**config.mk**
```make
export PLATFORM = sky130hd
export DESIGN_NAME = sr_excitation_driver
export DESIGN_NICKNAME = d
export VERILOG_FILES = /design/src/rtl/sr_excitation_driver.sv
export SDC_FILE = /design/constraint.sdc
export NUM_CORES = 1
export LEC_CHECK = 0
export BUFFER_PORTS_ARGS = -buffer_cell sky130_fd_sc_hd__buf_2
export CORE_MARGIN = 4
export CORE_UTILIZATION = 40
export CTS_CLUSTER_SIZE = 8
export DETAILED_ROUTE_END_ITERATION = 10
export PLACE_DENSITY = 0.61
export RECOVER_POWER = 25
export REMOVE_ABC_BUFFERS = 1
export SYNTH_ARGS = -nofsm -noshare
export SYNTH_HDL_FRONTEND = slang
export SYNTH_SLANG_ARGS = --single-unit
export TNS_END_PERCENT = 5
```
**constraint.sdc**
```tcl
create_clock -name clk -period 1.5 [get_ports clk]
set_input_delay 0.15 -clock clk [delete_from_list [all_inputs] [get_ports clk]]
set_output_delay 0.15 -clock clk [all_outputs]
set_load 0.01 [all_outputs]
```
**src/rtl/sr_excitation_driver.sv**
```systemverilog
// Drives set/reset excitation pulses into an external SR flip-flop and verifies
// the result through its Q feedback, re-pulsing a bounded number of times before latching an error.
module sr_excitation_driver #(
  parameter int unsigned SETTLE    = 1,
  parameter int unsigned MAX_RETRY = 2
) (
  input  logic       clk,
  input  logic       rst,
  input  logic       in_valid,
  input  logic       in_bit,
  output logic       in_ready,
  output logic       S,
  output logic       R,
  input  logic       q_fb,
  input  logic       clr_err,
  output logic       busy,
  output logic       err,
  output logic [7:0] mismatch_cnt
);

  typedef enum logic [2:0] {
    ST_IDLE,
    ST_PULSE,
    ST_WAIT,
    ST_CHECK,
    ST_ERROR
  } state_t;

  state_t     state_reg, state_next;
  logic       target_reg, target_next;
  logic       q_model_reg, q_model_next;
  logic [2:0] retry_reg, retry_next;
  logic [3:0] wait_reg, wait_next;
  logic [7:0] mcnt_reg, mcnt_next;

  always_ff @(posedge clk or negedge rst) begin
    if (!rst) begin
      state_reg   <= ST_IDLE;
      target_reg  <= 1'b0;
      q_model_reg <= 1'b0;
      retry_reg   <= 3'd0;
      wait_reg    <= 4'd0;
      mcnt_reg    <= 8'd0;
    end else begin
      state_reg   <= state_next;
      target_reg  <= target_next;
      q_model_reg <= q_model_next;
      retry_reg   <= retry_next;
      wait_reg    <= wait_next;
      mcnt_reg    <= mcnt_next;
    end
  end

  always_comb begin
    state_next   = state_reg;
    target_next  = target_reg;
    q_model_next = q_model_reg;
    retry_next   = retry_reg;
    wait_next    = wait_reg;
    mcnt_next    = mcnt_reg;
    case (state_reg)
      ST_IDLE: begin
        if (in_valid) begin
          target_next = in_bit;
          retry_next  = 3'd0;
          state_next  = ST_PULSE;
        end
      end
      ST_PULSE: begin
        wait_next  = 4'(SETTLE - 1);
        state_next = ST_WAIT;
      end
      ST_WAIT: begin
        if (wait_reg == 4'd0) state_next = ST_CHECK;
        else                  wait_next  = wait_reg - 4'd1;
      end
      ST_CHECK: begin
        if (q_fb == target_reg) begin
          q_model_next = target_reg;
          state_next   = ST_IDLE;
        end else begin
          if (mcnt_reg != 8'hFF) mcnt_next = mcnt_reg + 8'd1;
          // Trust the observed Q so the next pulse actually corrects it.
          q_model_next = q_fb;
          if (retry_reg < 3'(MAX_RETRY)) begin
            retry_next = retry_reg + 3'd1;
            state_next = ST_PULSE;
          end else begin
            state_next = ST_ERROR;
          end
        end
      end
      ST_ERROR: begin
        if (clr_err) state_next = ST_IDLE;
      end
      default: state_next = ST_IDLE;
    endcase
  end

  // S and R decode from registered state only, so they can never both be high.
  assign S            = (state_reg == ST_PULSE) &  target_reg & ~q_model_reg;
  assign R            = (state_reg == ST_PULSE) & ~target_reg &  q_model_reg;
  assign in_ready     = (state_reg == ST_IDLE);
  assign err          = (state_reg == ST_ERROR);
  assign busy         = (state_reg != ST_IDLE) && (state_reg != ST_ERROR);
  assign mismatch_cnt = mcnt_reg;

endmodule

```
==> reports/metrics.cfg, run 1 <==
[floorplanning]
num_rows=18
die_w_um=59.35
core_sq_mm=0.002500
die_area_sq_mm=0.003522
fp.dieH_um=59.35
num_io_pins=19
start_util=0.4219

[synthesis]
ys_types=29
synthCells=104
yosys.cell_count.top_type=dfrtp_1
synth_top_area_frac=0.4745
ys_ff_latch=20
yosys.area.top_type=dfrtp_1
ys.flop_type=dfrtp_1
async_flop_share=1.000
ys_seq_area_frac=0.4745
synth_common_cells=dfrtp_1 (20), nor2_1 (11), nand2_1 (9), nand3_1 (9)
ys_warn_count=0
synthTopCellsByArea=dfrtp_1 (47%), ha_1 (7.1%), nand3_1 (4.3%), nor2_1 (3.9%), xnor2_1 (3.3%)
syn_area_sq_mm=0.001055
syn_area_per_cell_sq_um=10.14
synth_edf_count=0

[power_and_ir_drop]
power_leakage_nw=0.6798
powerDensity_mw_per_mm2=1724
vdd_drop_max_mv=1.054

[clocking]
cts_tree=yes
clkSlewWorstSetupHoldPaths_ns=0.11
cts.sinks=20
clk_latency_ns=0.30
clockBufferDepth=2
root_buffer=clkbuf_4
cts_max_level=1
numCtsBuffers=3

[worst_setup_path]
r2r_cells=5
rr_startpoint=target_reg
rrSetupSlack_ns=-0.11
path_class=reg -> reg
cp-end-kind=flop
start_kind=flop
crit_required_ns=1.70
reg2reg_to=mismatch_cnt[1]
critical_path_peak_fanout=5
worstPathArrival_ns=1.81

[detailed_routing]
post-route-drc-count=0
drtAntennaViolNets=0
viasPerCell=4.937
drt_iter0_drc=17
wire_per_inst_um=12.74
wl_um=2216
vias=859
dr.pass1.iters=4

[global_route]
grt_pass1_wl_um=3919
first_global_vias=907
antenna_found_initial=0
track_usage=0.1485
grt_max_degree=21
overflow=0

[sta]
fin_crit_sh=1.074
max_freq_mhz=621.0
rsz0062_at_grt=true
worst_pin_slew_ns=1.053
relSlewSlack=0.2977
timing.final.max_slew_violations=0
period_needed_ns=1.610
worst_clock_skew_ns=0.001678
final-hold-violation-count=0
setup_viol=14
whs_ns=0.01730
setup_slack_ns=-0.1103

[finish]
area_growth_pct=31.91
final_core_util=0.5566
drive_gt1_frac=0.3958
largest_reg_flops=8
antenna_cells=0
num-nets-final=157
fin_area_sq_mm=0.001391

[placement]
io_buffer_count=18
dp_hpwl_um=1628
dpl_cell_area_sq_mm=0.001269
dpl_worst_slack_ns=-0.1854
finalWeightedCongestion=0.7772

[min_path]
min-delay-start=clr_err
min_to=state_reg[2]
hold_path_depth=2
hold_path.class=in -> reg

[job]
max-cap-violations=0

[outcome]
status=complete, but fails checks
violations=negative setup slack

per-stage QoR:
step / power [mW] / instances / setup TNS (ns)
6_report: 2.399 / 174 / -0.4395
5_1_grt: 2.607 / 174 / -1.835
4_1_cts: 2.345 / 172 / -0.5818
3_5_place_dp: 1.903 / 164 / -0.8425
3_3_place_gp: 1.861 / 164 / -0.4121
2_1_floorplan: 1.428 / 101 / -0.5036
worst max-delay path, stage by stage, from the launching register on:
cell	delay, ns
dfrtp_1	0.40
inv_2	0.08
ha_4	0.19
and4bb_2	0.34
o31a_4	0.19
mux2_4	0.30
worst max-delay path by stage:
stage                    start              end  slack (ns)  depth (start not counted)
floorplan           target_reg  mismatch_cnt[1]       -0.17                          5
global route        target_reg  mismatch_cnt[1]       -0.17                          5
CTS                 target_reg  mismatch_cnt[1]       -0.12                          5
detailed placement  target_reg  mismatch_cnt[1]       -0.19                          5
finish              target_reg  mismatch_cnt[1]       -0.11                          5
global placement    target_reg  mismatch_cnt[1]       -0.13                          5
layer usage:
layer | wire [um] | up-vias | track usage
li1 | - | 443 | -
met1 | 1019 | 402 | 0.1877
met2 | 1094 | 9 | 0.2449
met3 | 49 | 5 | 0.01961
met4 | 52 | 0 | 0.07767
met5 | 0 | - | 0
placed cells by master, fill, tap and decap left out, drive strengths merged:
master,n
a21oi,3
a31oi,3
and2,1
and3,2
and4bb,1
buf,37
clkbuf,5
dfrtp,20
dlygate4sd3,1
ha,6
inv,6
mux2,3
mux2i,2
nand2,9
nand2b,1
nand3,9
nand4,3
nor2,11
nor3,3
nor3b,1
nor4b,1
o21ai,5
o31a,1
o31ai,1
or2,1
or3b,1
xnor2,4
xor2,3
cell families (layout without fill, tap and decap cells):
kind of cell,after synthesis,count (layout),synth area share
xor gates and xnor gates,7,7,0.05813
and+or+nand+nor,44,44,0.2159
DFF,20,20,0.4745
AOI/OAI and AO/OA,13,13,0.07948
muxes,5,5,0.05456
buffers and inverters,9,49,0.04626
adders and majority gates,6,6,0.07117
cell type report:
cell class	instances	area [sq um]
multi-input cells	75	540.5
flip-flops and latches	20	501.7
inverters	6	22.52
clock buffers	4	36.28
repair buffers	39	252.7
well taps	30	37.54
fillers	227	1109
power breakdown:
part | total, mW | switching [mW] | internal [mW]
Clock | 0.317 | 0.169 | 0.148
Combinational | 1.22 | 0.559 | 0.657
Sequential | 0.865 | 0.166 | 0.699
timing repair:
| action | CTS | global route |
|---|---|---|
| resized for setup | 10 | 3 |
| cloned | 0 | 0 |
| pin swaps | 5 | 2 |
| setup endpoints to repair | 20 | 21 |
| endpoints found under the hold margin | 20 | 0 |
| hold buffers | 1 | 0 |
| setup buffers | 3 | 2 |
(Power assumes the default switching activity.)
==> run 2: changes to the inputs <==
--- a/config.mk
+++ b/config.mk
@@ -10,7 +10,7 @@
 export CORE_UTILIZATION = 40
 export CTS_CLUSTER_SIZE = 8
 export DETAILED_ROUTE_END_ITERATION = 10
-export PLACE_DENSITY = 0.61
+export PLACE_DENSITY = 0.58
 export RECOVER_POWER = 25
 export REMOVE_ABC_BUFFERS = 1
 export SYNTH_ARGS = -nofsm -noshare
==> constraint.sdc (replaced) <==
create_clock -name clk -period 1.75 [get_ports clk]
set_input_delay 0.175 -clock clk [delete_from_list [all_inputs] [get_ports clk]]
set_output_delay 0.175 -clock clk [all_outputs]
set_load 0.01 [all_outputs]
==> run 2 against run 1 <==
  * The flow now finishes without violations
  * Critical path depth unchanged
  * Non-clock buffer count decreased by 16
  * Worst setup slack improved by 0.20 ns
  * Worst hold slack improved by 0.035 ns
==> reports/metrics.cfg, run 2 (synthesis results as in run 1) <==
[worst_setup_path]
r2r_cells=5  ; unchanged
critical-path-max-stage-delay_ns=0.38  ; -0.02 ns
crit_required_ns=1.95  ; +0.25 ns
cpMaxStageDelayCell=dfrtp_1
worstPathArrival_ns=1.86  ; +0.05 ns
startpoint=target_reg
rrSetupSlack_ns=0.09  ; +0.20 ns
path_class=reg -> reg
cp.buffers_inverters=1  ; unchanged
critical_path_peak_fanout=6  ; +1
start_kind=flop
reg2reg_to=mismatch_cnt[1]
cp-end-kind=flop
rr_startpoint=target_reg
timing.critical_path.max_delay_family=flip-flops
crit_chain=inv_2 -> ha_1 -> and4bb_2 -> o31a_4 -> mux2_4

[finish]
fin_area_sq_mm=0.001217  ; -12%
instances_no_fill=157  ; -9.8%
drive_gt1_frac=0.2598  ; -0.1360
final_core_util=0.4870  ; -0.06957
largest_reg_flops=8  ; unchanged
final.fill_count=246  ; +8.4%
mostFrequentLayoutCell=dfrtp_1
mostFrequentLayoutCells=dfrtp_1 (20), buf_2 (17), nor2_1 (11)
area_growth_pct=15.42
num-nets-final=141  ; -10%
antenna_cells=0  ; unchanged

[power_and_ir_drop]
powerDensity_mw_per_mm2=1398  ; -19%
p_comb_frac=0.415  ; -0.092
switchingPower_uw=670.5  ; -25%
intPower_mw=1.032  ; -31%
power_leakage_nw=0.5859  ; -14%
pwr-share-seq=0.457  ; +0.096
p_total_mw=1.702  ; -29%
vdd_drop_max_mv=0.8207  ; -22%
clkPwrFrac=0.128  ; -0.004
swShare=0.3939  ; +0.02119

[detailed_routing]
wire_per_inst_um=12.78  ; +0.33%
route.met2.wl_um=926  ; -15%
vias=801  ; -6.8%
drtAntennaViolNets=0  ; unchanged
post-route-drc-count=0  ; unchanged
viasPerCell=5.102  ; +3.3%
top_layer=met4
dr.pass1.iters=5  ; +1
met1_length_um=949  ; -6.9%
drt_iter0_drc=24  ; +7
wl_um=2006  ; -9.5%
wl_met3_um=87  ; +78%

[clocking]
numCtsBuffers=3  ; unchanged
clkSlewWorstSetupHoldPaths_ns=0.10  ; about the same
cts_tree=yes
clockBufferDepth=2  ; unchanged
cts.sinks=20  ; unchanged
root_buffer=clkbuf_4
cts_max_level=1  ; unchanged
clk_latency_ns=0.30  ; about the same

[global_route]
grt_pass1_wl_um=3525  ; -10%
overflow=0  ; unchanged
track_usage=0.1370  ; -0.01154
grt_max_degree=21  ; unchanged
antenna_found_initial=0  ; unchanged
first_global_vias=801  ; -12%

[floorplanning]
num_io_pins=19  ; unchanged
core_sq_mm=0.002500  ; unchanged
start_util=0.4219  ; unchanged
fp.dieH_um=59.35  ; unchanged
die_area_sq_mm=0.003522  ; unchanged
num_rows=18  ; unchanged
die_w_um=59.35  ; unchanged

[placement]
io_buffer_count=18  ; unchanged
dp_hpwl_um=1492  ; -8.3%
place_inst=151  ; -7.9%
finalWeightedCongestion=0.7409  ; -4.7%
dpl_cell_area_sq_mm=0.001171  ; -7.7%
dpl_worst_slack_ns=0.01552  ; +0.2009 ns

[sta]
rsz0062_at_grt=false
timing.final.max_slew_violations=0  ; unchanged
setup_slack_ns=0.08568  ; +0.1960 ns
period_needed_ns=1.664  ; +0.05405 ns
whs_ns=0.05210  ; +0.03481 ns
relSlewSlack=0.2981  ; +0.0003540
worst_clock_skew_ns=0.004292  ; +0.002614 ns
setup_viol=0  ; -14
fin_setup_tns_ns=0  ; +0.4395 ns
worst_pin_slew_ns=1.053  ; -0.0005311 ns
final-hold-violation-count=0  ; unchanged
max_freq_mhz=600.8  ; -3.2%
fin_crit_sh=0.9510  ; -0.1225

[min_path]
hold_path.class=in -> reg
min-delay-start=clr_err
min_to=state_reg[2]
hold_path_depth=2  ; unchanged

[job]
max-cap-violations=0  ; unchanged

[outcome]
status=finished, final reports clean

run 2: changes by cell type in the layout (fill, tap and decap cells not counted), sizes merged:
cell and change:
clkbuf -1, buf -16
run 2: timing repair:
| item | in CTS | in global routing |
|---|---|---|
| hold buffers | 1 | 0 |
| pin swaps | 0 | 2 |
| hold endpoints to repair | 20 | 0 |
| endpoints found under the setup margin | 1 | 2 |
| gates resized for setup | 1 | 1 |
| buffers inserted | 0 | 2 |
run 2: cell type report:
type / instances / area (sq um) / share of cell area
clock buffers: 3 / 22.52 / 0.01850
inverters: 6 / 22.52 / 0.01850
flip-flops and latches: 20 / 500.5 / 0.4111
repair buffers: 23 / 128.9 / 0.1059
well taps: 30 / 37.54 / 0.03083
multi-input cells: 75 / 505.5 / 0.4152
run 2: routing by layer:
metal,track usage,vias to the layer above
li1,-,406
met4,0.07120,0
met3,0.04575,5
met5,0,-
met2,0.2137,10
met1,0.1664,380
run 2: worst max-delay path by stage:
stage / cells past startpoint / to / slack [ns]
after floorplan: 5 / mismatch_cnt[1] / 0.08
after global placement: 5 / mismatch_cnt[1] / 0.06
after detailed placement: 5 / mismatch_cnt[1] / 0.02
after CTS: 5 / mismatch_cnt[1] / 0.02
after global routing: 6 / mismatch_cnt[4] / 0.0009
final: 5 / mismatch_cnt[1] / 0.09
run 2: power groups by stage:
| stage | logic [mW] | clock network [mW] | registers (mW) |
|---|---|---|---|
| 3_3_place_gp | 0.667 | 0 | 0.783 |
| 2_1_floorplan | 0.449 | 0 | 0.776 |
| 4_1_cts | 0.687 | 0.229 | 0.781 |
| 6_report | 0.706 | 0.218 | 0.778 |
| 5_1_grt | 0.806 | 0.249 | 0.805 |
| 3_5_place_dp | 0.679 | 0 | 0.789 |
